## src/rtl/fetch_unit.sv

```systemverilog
// rtl/fetch_unit.sv - instruction fetch stage: assembles 20-bit words from byte memory and issues them to the executor
// Optional build macro: FETCH_INSTR_COUNT_EN (enables the 16-bit retired-instruction counter on InstrCount)
module fetch_unit #(
  parameter int unsigned ADDR_W  = 8,
  parameter int unsigned DATA_W  = 8,
  parameter int unsigned OP_W    = 20,
  parameter logic [3:0]  HALT_OP = 4'hF
) (
  input  logic              Clock,
  input  logic              ResetN,
  input  logic              Run,
  output logic [ADDR_W-1:0] MemAddr,
  output logic              MemRead,
  input  logic [DATA_W-1:0] MemData,
  output logic [OP_W-1:0]   OpCode,
  output logic              OpValid,
  input  logic              Done,
  input  logic              Branch,
  input  logic [ADDR_W-1:0] BranchAddr,
  output logic              Halted,
  output logic [ADDR_W-1:0] PC,
  output logic [15:0]       InstrCount
);

  typedef enum logic [2:0] {
    S_IDLE  = 3'd0,
    S_F0    = 3'd1,
    S_F1    = 3'd2,
    S_F2    = 3'd3,
    S_CAP   = 3'd4,
    S_ISSUE = 3'd5,
    S_HALT  = 3'd6
  } state_e;

  state_e            state_q, state_d;
  logic [ADDR_W-1:0] pc_q, pc_d;
  logic [OP_W-1:0]   opcode_q, opcode_d;
  logic              mem_read;
  logic [ADDR_W-1:0] mem_addr;

  // State, PC and instruction register; async reset drops every strobe at once
  always_ff @(posedge Clock or negedge ResetN) begin
    if (!ResetN) begin
      state_q  <= S_IDLE;
      pc_q     <= '0;
      opcode_q <= '0;
    end else begin
      state_q  <= state_d;
      pc_q     <= pc_d;
      opcode_q <= opcode_d;
    end
  end

  // Next-state, memory strobes and byte capture (each byte lands one cycle after its read)
  always_comb begin
    state_d  = state_q;
    pc_d     = pc_q;
    opcode_d = opcode_q;
    mem_read = 1'b0;
    mem_addr = '0;
    case (state_q)
      S_IDLE: begin
        if (Run) state_d = S_F0;
      end
      S_F0: begin
        mem_read = 1'b1;
        mem_addr = pc_q;
        state_d  = S_F1;
      end
      S_F1: begin
        mem_read      = 1'b1;
        mem_addr      = pc_q + ADDR_W'(1);
        opcode_d[7:0] = MemData[7:0];
        state_d       = S_F2;
      end
      S_F2: begin
        mem_read       = 1'b1;
        mem_addr       = pc_q + ADDR_W'(2);
        opcode_d[15:8] = MemData[7:0];
        state_d        = S_CAP;
      end
      S_CAP: begin
        // Only the low nibble of the third byte is part of the instruction
        opcode_d[19:16] = MemData[3:0];
        state_d         = (MemData[3:0] == HALT_OP) ? S_HALT : S_ISSUE;
      end
      S_ISSUE: begin
        if (Done) begin
          pc_d    = Branch ? BranchAddr : (pc_q + ADDR_W'(3));
          state_d = Run ? S_F0 : S_IDLE;
        end
      end
      S_HALT: begin
        state_d = S_HALT;
      end
      default: begin
        state_d = S_IDLE;
      end
    endcase
  end

  assign MemRead = mem_read;
  assign MemAddr = mem_addr;
  assign OpCode  = opcode_q;
  assign OpValid = (state_q == S_ISSUE);
  assign Halted  = (state_q == S_HALT);
  assign PC      = pc_q;

`ifdef FETCH_INSTR_COUNT_EN
  logic [15:0] count_q, count_d;

  // A retirement is a Done seen while an instruction is on offer
  always_comb begin
    count_d = count_q;
    if (state_q == S_ISSUE && Done) count_d = count_q + 16'd1;
  end

  // Retired-instruction counter, wraps naturally at 16 bits
  always_ff @(posedge Clock or negedge ResetN) begin
    if (!ResetN) count_q <= '0;
    else         count_q <= count_d;
  end

  assign InstrCount = count_q;
`else
  assign InstrCount = '0;
`endif

endmodule
```

## config.mk

```make
export PLATFORM = sky130hd
export DESIGN_NAME = fetch_unit
export DESIGN_NICKNAME = d
export VERILOG_FILES = /design/src/rtl/fetch_unit.sv
export SDC_FILE = /design/constraint.sdc
export NUM_CORES = 1
export LEC_CHECK = 0
export ABC_AREA = 0
export CAP_MARGIN = 20
export CORE_MARGIN = 2
export CORE_UTILIZATION = 47
export CTS_BUF_LIST = sky130_fd_sc_hd__clkbuf_16
export DETAILED_ROUTE_END_ITERATION = 7
export HOLD_SLACK_MARGIN = 0.02
export PLACE_DENSITY = 0.86
export SLEW_MARGIN = 40
export SYNTH_ARGS = -nofsm -noshare
export SYNTH_HDL_FRONTEND = slang
export SYNTH_SLANG_ARGS = --single-unit
```

## constraint.sdc

```tcl
create_clock -name Clock -period 4 [get_ports Clock]
set_input_delay 0.8 -clock Clock [delete_from_list [all_inputs] [get_ports Clock]]
set_output_delay 0.8 -clock Clock [all_outputs]
set_load 0.05 [all_outputs]
```

# Yosys cells after proc, flatten, opt, wreduce, memory -nomap -nowiden
# Cells that the tools add are included.
# totals
register_bits,31
inputBits,21
output_inout_bits,55
wordCells,29
# classes
addsub,3
eq_ne,9
mux,8
n_reduce_logical,4
# ops
op,n
one-hot mux 8 bit (3 select lines),1
one-hot mux 3 bit (7 select lines),1
adder 8 x 2 -> 8 bit (second input constant),2
equality test 3 bit (second input constant),3
adder 8 x 1 -> 8 bit (second input constant),1
2-to-1 mux 8 bit,1
equality test 3 x 2 -> 1 bit (second input constant),2
2-to-1 mux 3 bit,2
equality test 4 bit (second input constant),1
AND reduction 2 bit,2
equality test 3 x 1 -> 1 bit (second input constant),1
logical NOT 3 bit,1
OR reduction 3 bit,1
2-to-1 mux 1 bit,2
2-to-1 mux 2 bit,1
!= test 2 x 1 -> 1 bit (second input constant),1
!= test 2 bit (second input constant),1

# Longest topological paths before layout
# Gate-level depths: netlist of the first run.
# logic_depth
ltp_word,3
mapped_depth,5

# Least setup slack after synthesis of the first run
# No wires, ideal clock.
# synth_timing
path_kind,flip-flop to output port
startpoint,reg pc_q[1] (netlist: PC[1])
endpoint,out MemAddr[3]
arrival_time_ns,2.506
required_time_ns,3.200
slack_ns,0.694
stages_incl_launch_ff,5
n_path_buf,0
cell_sequence,dfrtp_1 -> ha_1 -> o21ai_1 -> xor2_1 -> a211oi_1
# synth_between
elab_chain_cells,2
word_cells_on_any_way,3
cone_classes,add/sub (2); mux (1)
# synth_rtl
element,line,text
from (decl),36,"logic [ADDR_W-1:0] pc_q, pc_d;"
from (signal assigned),49,pc_q <= pc_d;
adder 8 x 2 -> 8 bit / adder 8 x 1 -> 8 bit (equally long branches),"78, 72",
one-hot mux 8 bit (3 select lines) (*),61,case (state_q)
to (decl),12,"output logic [ADDR_W-1:0] MemAddr,"
# Every way passes the cells marked *; elsewhere a longest branch is shown, timed or not.

# Final worst setup path of the first run
# layout_timing
startpoint,reg state_q[0]
endpoint,out MemAddr[7]
# layout_between
elab_chain_cells,2
word_cells_on_any_way,4
cone_classes,eq/ne (3); mux (1)
# layout_rtl
element,line,text
from (decl),35,"state_e state_q, state_d;"
from (signal assigned),48,state_q <= state_d;
equality test 3 x 2 -> 1 bit / equality test 3 x 1 -> 1 bit (equally long branches),61,
one-hot mux 8 bit (3 select lines) (*),61,
# Marked as above.

==> impl_metrics.env, run 1 <==
export IMPL_yosys_warnings=0
export IMPL_antenna_found_initial=0
export IMPL_wl_per_cell_um=15.4
export IMPL_rsz0062_at_grt="no"
export IMPL_reg2reg_from="state_q[0]"
export IMPL_cts_root_buf="clkbuf_16"
export IMPL_tns_ns=0
export IMPL_yosysSeqAreaShare=0.410
export IMPL_die_h_um=67.4
export IMPL_setup_viol=0
export IMPL_multi_input_area_sq_um=965
export IMPL_coreArea_sq_um=3940
export IMPL_clk_latency_ns=0.27
export IMPL_ioPinCount=76
export IMPL_hold_path_class="reg2reg"
export IMPL_status="finished clean"
export IMPL_worstPathMaxFanout=20
export IMPL_place_gp_congestion=0.830
export IMPL_drt_iter0_markers=93
export IMPL_syn_area_per_cell_sq_um=10.1
export IMPL_slowest_stage="clkdlybuf4s50_1"
export IMPL_ys_types=48
export IMPL_yosys_top_cells_area="dfrtp_1, mux2_2, buf_4"
export IMPL_fp_dieArea_sq_um=4550
export IMPL_maxSlewViolCount=0
export IMPL_cap_viol_max_count=0
export IMPL_cts_made_buffers=5
export IMPL_synth_top_area_share=0.410
export IMPL_finalWirelength_um=4530
export IMPL_synthArstFlopShare=1.00
export IMPL_die_w_um=67.4
export IMPL_ys_seq_elements=31
export IMPL_finalHoldViolations=0
export IMPL_grt_pass1_wl_um=7270
export IMPL_numPortBuffers=59
export IMPL_mostFrequentLayoutCell="clkdlybuf4s50_1"
export IMPL_diodes=0
export IMPL_num_rows=23
export IMPL_hp_start="OpCode[14]"
export IMPL_drc=0
export IMPL_grt_total_usage=0.220
export IMPL_crit_path_start="state_q[0]"
export IMPL_netlist_instances=187
export IMPL_max_freq_mhz=280
export IMPL_hold_buffers=0
export IMPL_critical_path_class="reg2out"
export IMPL_dr_total_vias=1608
export IMPL_synth_edf_count=0
export IMPL_fin_crit_ns=3.57
export IMPL_placed_cells=286
export IMPL_layout_common_cells="clkdlybuf4s50_1, dfrtp_1, mux2_2"
export IMPL_yosys_most_used_dff="dfrtp_1"
export IMPL_instances_no_fill=294
export IMPL_regArea_sq_um=776
export IMPL_crit_path_end_kind="primary output"
export IMPL_start_util=0.480
export IMPL_cp_slowest_stage_delay_ns=0.82
export IMPL_final_nets=268
export IMPL_grt_pass1_vias=1485
export IMPL_clock_skew_final_ns=0.00350
export IMPL_cts_resized=0
export IMPL_finalCritPeriodShare=0.893
export IMPL_post_cts_setup_buffer_count=0
export IMPL_overflow=0
export IMPL_antenna_left=0
export IMPL_crit_arrival_ns=2.77
export IMPL_firstDrtPassIters=4
export IMPL_crit_chain="o21ai_1 -> or4_1 -> a21oi_1 -> clkdlybuf4s50_1"
export IMPL_worstMarginPinSlew_ns=0.684
export IMPL_syn_area_sq_um=1890
export IMPL_dp_hpwl_um=3340
export IMPL_cp_required_ns=3.20
export IMPL_grt_max_degree=32
export IMPL_clkTransAtPathRegs_ns=0.05
export IMPL_syn2layout_area_growth_pct=36.2
export IMPL_tritoncts="done"
export IMPL_clock_sinks=31
export IMPL_yosys_area_top_type="dfrtp_1"
export IMPL_fill_cells=315
export IMPL_drive_gt1_frac=0.139
export IMPL_relSlewSlack=0.542
export IMPL_htree_levels=2
export IMPL_worst_setup_path_start_kind="flop"
export IMPL_vias_per_cell=5.47
export IMPL_cts_buffer_depth=2
## through the flow
| stage | util | area [sq um] | hold WS, ns | setup WS, ns |
|---|---|---|---|---|
| after global routing | 0.653 | 2580 | 0.516 | 0.296 |
| after floorplan | - | 1950 | 0.504 | 0.694 |
| final | 0.653 | 2580 | 0.500 | 0.428 |
| after detailed placement | 0.618 | 2430 | 0.495 | 0.747 |
| after CTS | 0.653 | 2580 | 0.506 | 0.445 |
| after global placement | 0.618 | 2430 | 0.487 | 0.801 |
## cell families (layout without fill, tap and decap cells)
kind of cell | Yosys count | after routing | share of synthesized area
simple gates | 47 | 47 | 0.149
compound gates | 43 | 43 | 0.149
buf+inv | 34 | 76 | 0.110
flops | 31 | 31 | 0.410
mux | 24 | 24 | 0.140
fa+ha+maj | 4 | 4 | 0.0265
xor+xnor | 3 | 3 | 0.0139
other cells | 1 | 16 | 0.00198
## cells in the mapped netlist (2+ instances only)
| cell type | count |
|---|---|
| nor3_1 | 2 |
| a211oi_1 | 2 |
| nor3b_1 | 2 |
| buf_4 | 17 |
| o21a_1 | 2 |
| a2bb2oi_1 | 2 |
| nand4_1 | 2 |
| xor2_1 | 3 |
| o21ai_0 | 7 |
| nand3_1 | 6 |
| mux2_2 | 20 |
| nor2_1 | 6 |
| o31ai_1 | 2 |
| a21o_1 | 2 |
| o211ai_1 | 2 |
| or3_1 | 2 |
| a21oi_1 | 14 |
| ha_1 | 4 |
| dfrtp_1 | 31 |
| buf_2 | 7 |
| o22ai_1 | 2 |
| inv_1 | 7 |
| nand2_1 | 10 |
| nand3b_1 | 2 |
| nand2b_1 | 4 |
| nor3b_2 | 2 |
| mux2i_1 | 4 |
## sequential cells by signal, summed over array words and instances (netlist names)
name	count
PC	8
state_q	3
OpCode	20
## final timing paths
check | slack, ns | depth (start not counted) | end
setup / recovery | 0.43 | 4 | MemAddr[7]
hold / removal | 0.50 | 1 | OpCode[14]
setup reg to reg | 2.15 | 3 | PC[5]
hold reg to reg | 0.50 | 1 | OpCode[14]
max in group asynchronous | 2.81 | 2 | PC[6]
min in group asynchronous | 0.92 | 2 | OpCode[10]
## final cells by class
cell class,count,area share
tap,50,0.0243
inverter,7,0.0102
multi-input combinational,137,0.374
clock inverter,3,0.00631
clock buffer,5,0.0486
timing repair buffer,61,0.235
sequential,31,0.301
## routing by layer
layer  track usage  part of all wire  wire, um
met1         0.286              0.42      1920
met3        0.0583             0.060       273
met4        0.0714             0.019        88
met2         0.358              0.50      2260
met5             0                 0         0
## worst max-delay path: cells and delay by family, from the launching register on
| family | cells | cell delay [ns] |
|---|---|---|
| simple gates | 1 | 0.54 |
| flops | 1 | 0.72 |
| compound gates | 2 | 0.42 |
| buf+inv | 1 | 0.82 |
Power of run 1 is not shown: default switching activity piles up to over one toggle a cycle in this logic, so the estimate is an artifact.
==> inputs of run 2 (changes only) <==
--- a/config.mk
+++ b/config.mk
@@ -11,8 +11,10 @@
 export CORE_UTILIZATION = 47
 export CTS_BUF_LIST = sky130_fd_sc_hd__clkbuf_16
 export DETAILED_ROUTE_END_ITERATION = 7
+export GPL_ROUTABILITY_DRIVEN = 0
 export HOLD_SLACK_MARGIN = 0.02
 export PLACE_DENSITY = 0.86
+export SKIP_CTS_REPAIR_TIMING = 1
 export SLEW_MARGIN = 40
 export SYNTH_ARGS = -nofsm -noshare
 export SYNTH_HDL_FRONTEND = slang
==> results of run 2 <==
Final layout, timing and power as in run 1 (identical DEF).
Power of run 2 is left out for the same reason.
==> inputs of run 3 (changes only) <==
--- a/config.mk
+++ b/config.mk
@@ -10,6 +10,7 @@
 export CORE_MARGIN = 2
 export CORE_UTILIZATION = 47
 export CTS_BUF_LIST = sky130_fd_sc_hd__clkbuf_16
+export CTS_CLUSTER_DIAMETER = 30
 export DETAILED_ROUTE_END_ITERATION = 7
 export GPL_ROUTABILITY_DRIVEN = 0
 export HOLD_SLACK_MARGIN = 0.02
==> results of run 3 <==
Final layout, timing and power as in run 1 (identical DEF).
Power of run 3 is left out for the same reason.
==> variant 1, RTL diff (flow settings as in run 3) <==
The 7 states of `state_e` get a one-hot encoding in 7 bits.
--- a/src/rtl/fetch_unit.sv
+++ b/src/rtl/fetch_unit.sv
@@ -22,14 +22,14 @@
   output logic [15:0]       InstrCount
 );
 
-  typedef enum logic [2:0] {
-    S_IDLE  = 3'd0,
-    S_F0    = 3'd1,
-    S_F1    = 3'd2,
-    S_F2    = 3'd3,
-    S_CAP   = 3'd4,
-    S_ISSUE = 3'd5,
-    S_HALT  = 3'd6
+  typedef enum logic [6:0] {
+    S_IDLE  = 7'b0000001,
+    S_F0    = 7'b0000010,
+    S_F1    = 7'b0000100,
+    S_F2    = 7'b0001000,
+    S_CAP   = 7'b0010000,
+    S_ISSUE = 7'b0100000,
+    S_HALT  = 7'b1000000
   } state_e;
 
   state_e            state_q, state_d;
Check against the original RTL: no difference found for any inputs over 10 cycles, from zero or initial values and one cycle with ResetN low; not proved beyond that.
==> variant 1 against run 3 <==
Critical path depth is 2 higher. Routed wire length grew 14%. Clock skew about the same. Design area rose by 11%. Synthesized cell count rose by 28%. Worst hold slack got worse by 0.0038 ns. Setup slack got worse by 0.20 ns. Sequential cell count is 4 higher. Area after synthesis up 15%. Largest cell class unchanged.
Power is left out: it rests on default switching activity, and per cell area and clock period it moved more than threefold.
==> variant 1: results (changes against run 3) <==
Fill count -> 344 (was 315)
Cells after Synth -> 240 (was 187)
Vias in the first global route -> 1711 (was 1485)
Post-Synth Adder-Cell Area -> 2.88% (was 2.65%)
DP Area -> 2700 um^2 (was 2430 um^2)
Port-buffer cells -> 59 (unchanged)
Per-cell routed wire length -> 15.0 um (was 15.4 um)
DR vias -> 1909 (was 1608)
Worst skew pair latency -> 0.28 ns
Synthesis Warnings -> 0 (unchanged)
First-pass GRT wire length -> 8.28 mm (was 7.27 mm)
Clk_skew -> 0.00361 ns (was 0.00350 ns)
Count of inserted antenna diode cells -> 0 (unchanged)
Tot GR Track Use -> 20.4% (was 22.0%)
Synth unique cells -> 51 (was 48)
TritonCTS buffer count -> 5 (unchanged)
Ys async rst share -> 100% (unchanged)
CP max stage delay -> 0.84 ns (was 0.82 ns)
CP top delay family -> buffers and inverters (unchanged)
Largest cells by area after synthesis -> dfrtp_1 39%, mux2_2 6.2%, buf_4 5.9% (was dfrtp_1 41%, mux2_2 12%, buf_4 6.7%)
Synth Flop Type -> dfrtp_1 (unchanged)
Layout Cells excl Fill -> 346 (was 294)
Compound-Gate Fraction of Synth Area -> 18.5% (was 14.9%)
Clock H-tree levels -> 2 (unchanged)
Post-synthesis mux area share -> 6.21% (was 14.0%)
Largest register FFs -> 20 (unchanged)
Xor-xnor portion of the synthesized cell area -> 0% (was 1.39%)
Share of layout cells above drive strength 1 -> 12.2% (was 13.9%)
Dpl ws -> 0.542 ns (was 0.747 ns)
First DRT Iteration DRCs -> 146 (was 93)
Post-DP HPWL -> 3.60 mm (was 3.34 mm)
Nets -> 319 (was 268)
Worst slew pin tran -> 0.686 ns (was 0.684 ns)
Final Instance Area -> 2850 um^2 (was 2580 um^2)
First-pass iteration count of the detailed router -> 5 (was 4)
Worst EP arrival -> 2.97 ns (was 2.77 ns)
Post-synthesis sequential area ratio -> 40.3% (was 41.0%)
Placed Instances -> 338 (was 286)
Worst Path Max Fanout -> 14 (was 20)
Status -> finished clean (unchanged)
CP max stage cell -> clkdlybuf4s50_1 (unchanged)
Largest net degree at the start of global routing -> 36 (was 32)
CTS root buf -> clkbuf_16 (unchanged)
Hold Path Class -> register to register (unchanged)
Commonest cells post-synth -> 34 x dfrtp_1, 32 x nand2_1, 17 x buf_4 (was 31 x dfrtp_1, 20 x mux2_2, 17 x buf_4)
==> variant 1: cell type report <==
type	instances	share of cell area, %
Clock inverter	3	0.833
Sequential cell	35	30.7
Clock buffer	5	4.39
Tap cell	52	2.28
Timing Repair Buffer	60	21.0
Inverter	8	1.10
Multi-Input combinational cell	183	39.7
==> variant 1: worst paths after layout <==
kind / from / to / slack (ns) / cells after the start
worst max-delay path: state_q[6] / MemAddr[7] / 0.23 / 6
worst min-delay path: OpCode[14] / OpCode[14] / 0.50 / 2
worst max register to register: state_q[1] / PC[6] / 1.97 / 4
worst min register to register: OpCode[14] / OpCode[14] / 0.50 / 2
max in group asynchronous: ResetN / state_q[0] / 2.73 / 2
min in group asynchronous: ResetN / OpCode[13] / 0.93 / 2
==> variant 1: metal layers <==
layer  share of wire [%]  global-route usage (%)  vias to the layer above  wire length, um
li1                    -                       -                      925                -
met4                 1.2                    6.50                        0               62
met3                 6.0                    4.17                        8              308
met1                  44                    27.5                      902             2300
met2                  48                    33.1                       74             2500
met5                   0                       0                        -                0
==> variant 2, RTL diff (settings of run 3) <==
Made on the original files. `ADDR_W`: 8 -> 7.
--- a/src/rtl/fetch_unit.sv
+++ b/src/rtl/fetch_unit.sv
@@ -1,7 +1,7 @@
 // rtl/fetch_unit.sv - instruction fetch stage: assembles 20-bit words from byte memory and issues them to the executor
 // Optional build macro: FETCH_INSTR_COUNT_EN (enables the 16-bit retired-instruction counter on InstrCount)
 module fetch_unit #(
-  parameter int unsigned ADDR_W  = 8,
+  parameter int unsigned ADDR_W  = 7,
   parameter int unsigned DATA_W  = 8,
   parameter int unsigned OP_W    = 20,
   parameter logic [3:0]  HALT_OP = 4'hF
Interface: changed (resized BranchAddr, MemAddr and PC); port bits go from 76 to 73. No check against the original RTL was run, so the function may have changed too.
==> variant 2 against run 3 <==
Clock skew decreased by 0.00056 ns. Area after synthesis fell by 4.0%. Sequential share of layout area rose by 0.47 points. Design area is 4.7% lower. Routed wire length is 9.8% lower. Setup slack better by 0.18 ns. Worst hold slack better by 0.0022 ns. Sequential cell count down 1. Fmax up 5.2%. Critical path type unchanged. Critical endpoint is now MemAddr[5]. Highest routed layer unchanged.
Power is not shown: default switching activity piles up to over one toggle a cycle in this logic, so the estimate is an artifact.
==> variant 2: results (changes against run 3) <==
Status -> finished clean (unchanged)
Met3 Wirelength -> 274 um (was 273 um)
Worst Path Max Fanout -> 19 (was 20)
Port-buffer cells -> 56 (was 59)
FF-to-FF setup slack -> 2.03 ns (was 2.15 ns)
FF-to-FF Start -> state_q[1] (was state_q[0])
Met2 Wirelength -> 1.99 mm (was 2.26 mm)
First DRT Iteration DRCs -> 98 (was 93)
Per-cell routed wire length -> 14.7 um (was 15.4 um)
DP Area -> 2310 um^2 (was 2430 um^2)
Placed Instances -> 270 (was 286)
Global Route met1 Usage -> 26.7% (was 28.6%)
Worst EP arrival -> 2.60 ns (was 2.77 ns)
Fill count -> 283 (was 315)
Tot GR Track Use -> 20.2% (was 22.0%)
Reg-to-reg endpoint -> OpCode[6] (was PC[5])
Met2 usage -> 31.1% (was 35.8%)
Hold endpoint -> OpCode[15] (was OpCode[14])
Share of layout cells above drive strength 1 -> 14.8% (was 13.9%)
Rel. slew slack -> 57.3% (was 54.2%)
First-pass GRT wire length -> 6.64 mm (was 7.27 mm)
Synth unique cells -> 41 (was 48)
Post-DP HPWL -> 2.89 mm (was 3.34 mm)
Worst hold slack -> 0.502 ns (was 0.500 ns)
Worst setup path endpoint -> MemAddr[5] (was MemAddr[7])
Commonest cells post-synth -> 30 x dfrtp_1, 17 x buf_4, 13 x mux2_2, 13 x nand2_1, 12 x o21ai_0 (was 31 x dfrtp_1, 20 x mux2_2, 17 x buf_4)
Dpl ws -> 0.915 ns (was 0.747 ns)
Largest cells by area after synthesis -> dfrtp_1 41%, mux2_2 8.1%, buf_4 7.0% (was dfrtp_1 41%, mux2_2 12%, buf_4 6.7%)
Post-synthesis sequential area ratio -> 41.3% (was 41.0%)
Layout Cells excl Fill -> 278 (was 294)
Mean post-synth cell area -> 10.2 um^2 (was 10.1 um^2)
Nets -> 253 (was 268)
Clk_skew -> 0.00294 ns (was 0.00350 ns)
Vias in the first global route -> 1362 (was 1485)
-- variant 2: changes by cell type in the layout (fill, tap and decap cells not counted), sizes merged, moves of 3 or more --
| cell | change |
|---|---|
| clkdlybuf4s50 | -3 |
| o211ai | +5 |
| nand2b | -4 |
| nand2 | +4 |
| o21ai | +4 |
| a21oi | -4 |
| nor3b | -4 |
| nor2b | +4 |
| mux2i | -4 |
| inv | -3 |
-- variant 2: cell type report --
type | instances | area [um^2] | area share, %
multi-input cells | 130 | 916 | 37.3
clock inverters | 3 | 16.3 | 0.663
inverters | 5 | 18.8 | 0.765
flip-flops and latches | 30 | 751 | 30.6
clock buffers | 5 | 125 | 5.10
well taps | 48 | 60.1 | 2.45
repair buffers | 57 | 568 | 23.1
-- variant 2: logic make-up after synthesis --
family | share of synthesized area [%]
buffers and inverters | 11.4
AO/OA/AOI/OAI | 14.5
flip-flops | 41.3
other | 0.206
XOR/XNOR | 1.45
adder cells (fa/ha/maj) | 2.75
multiplexers | 14.7
AND/OR/NAND/NOR | 13.8
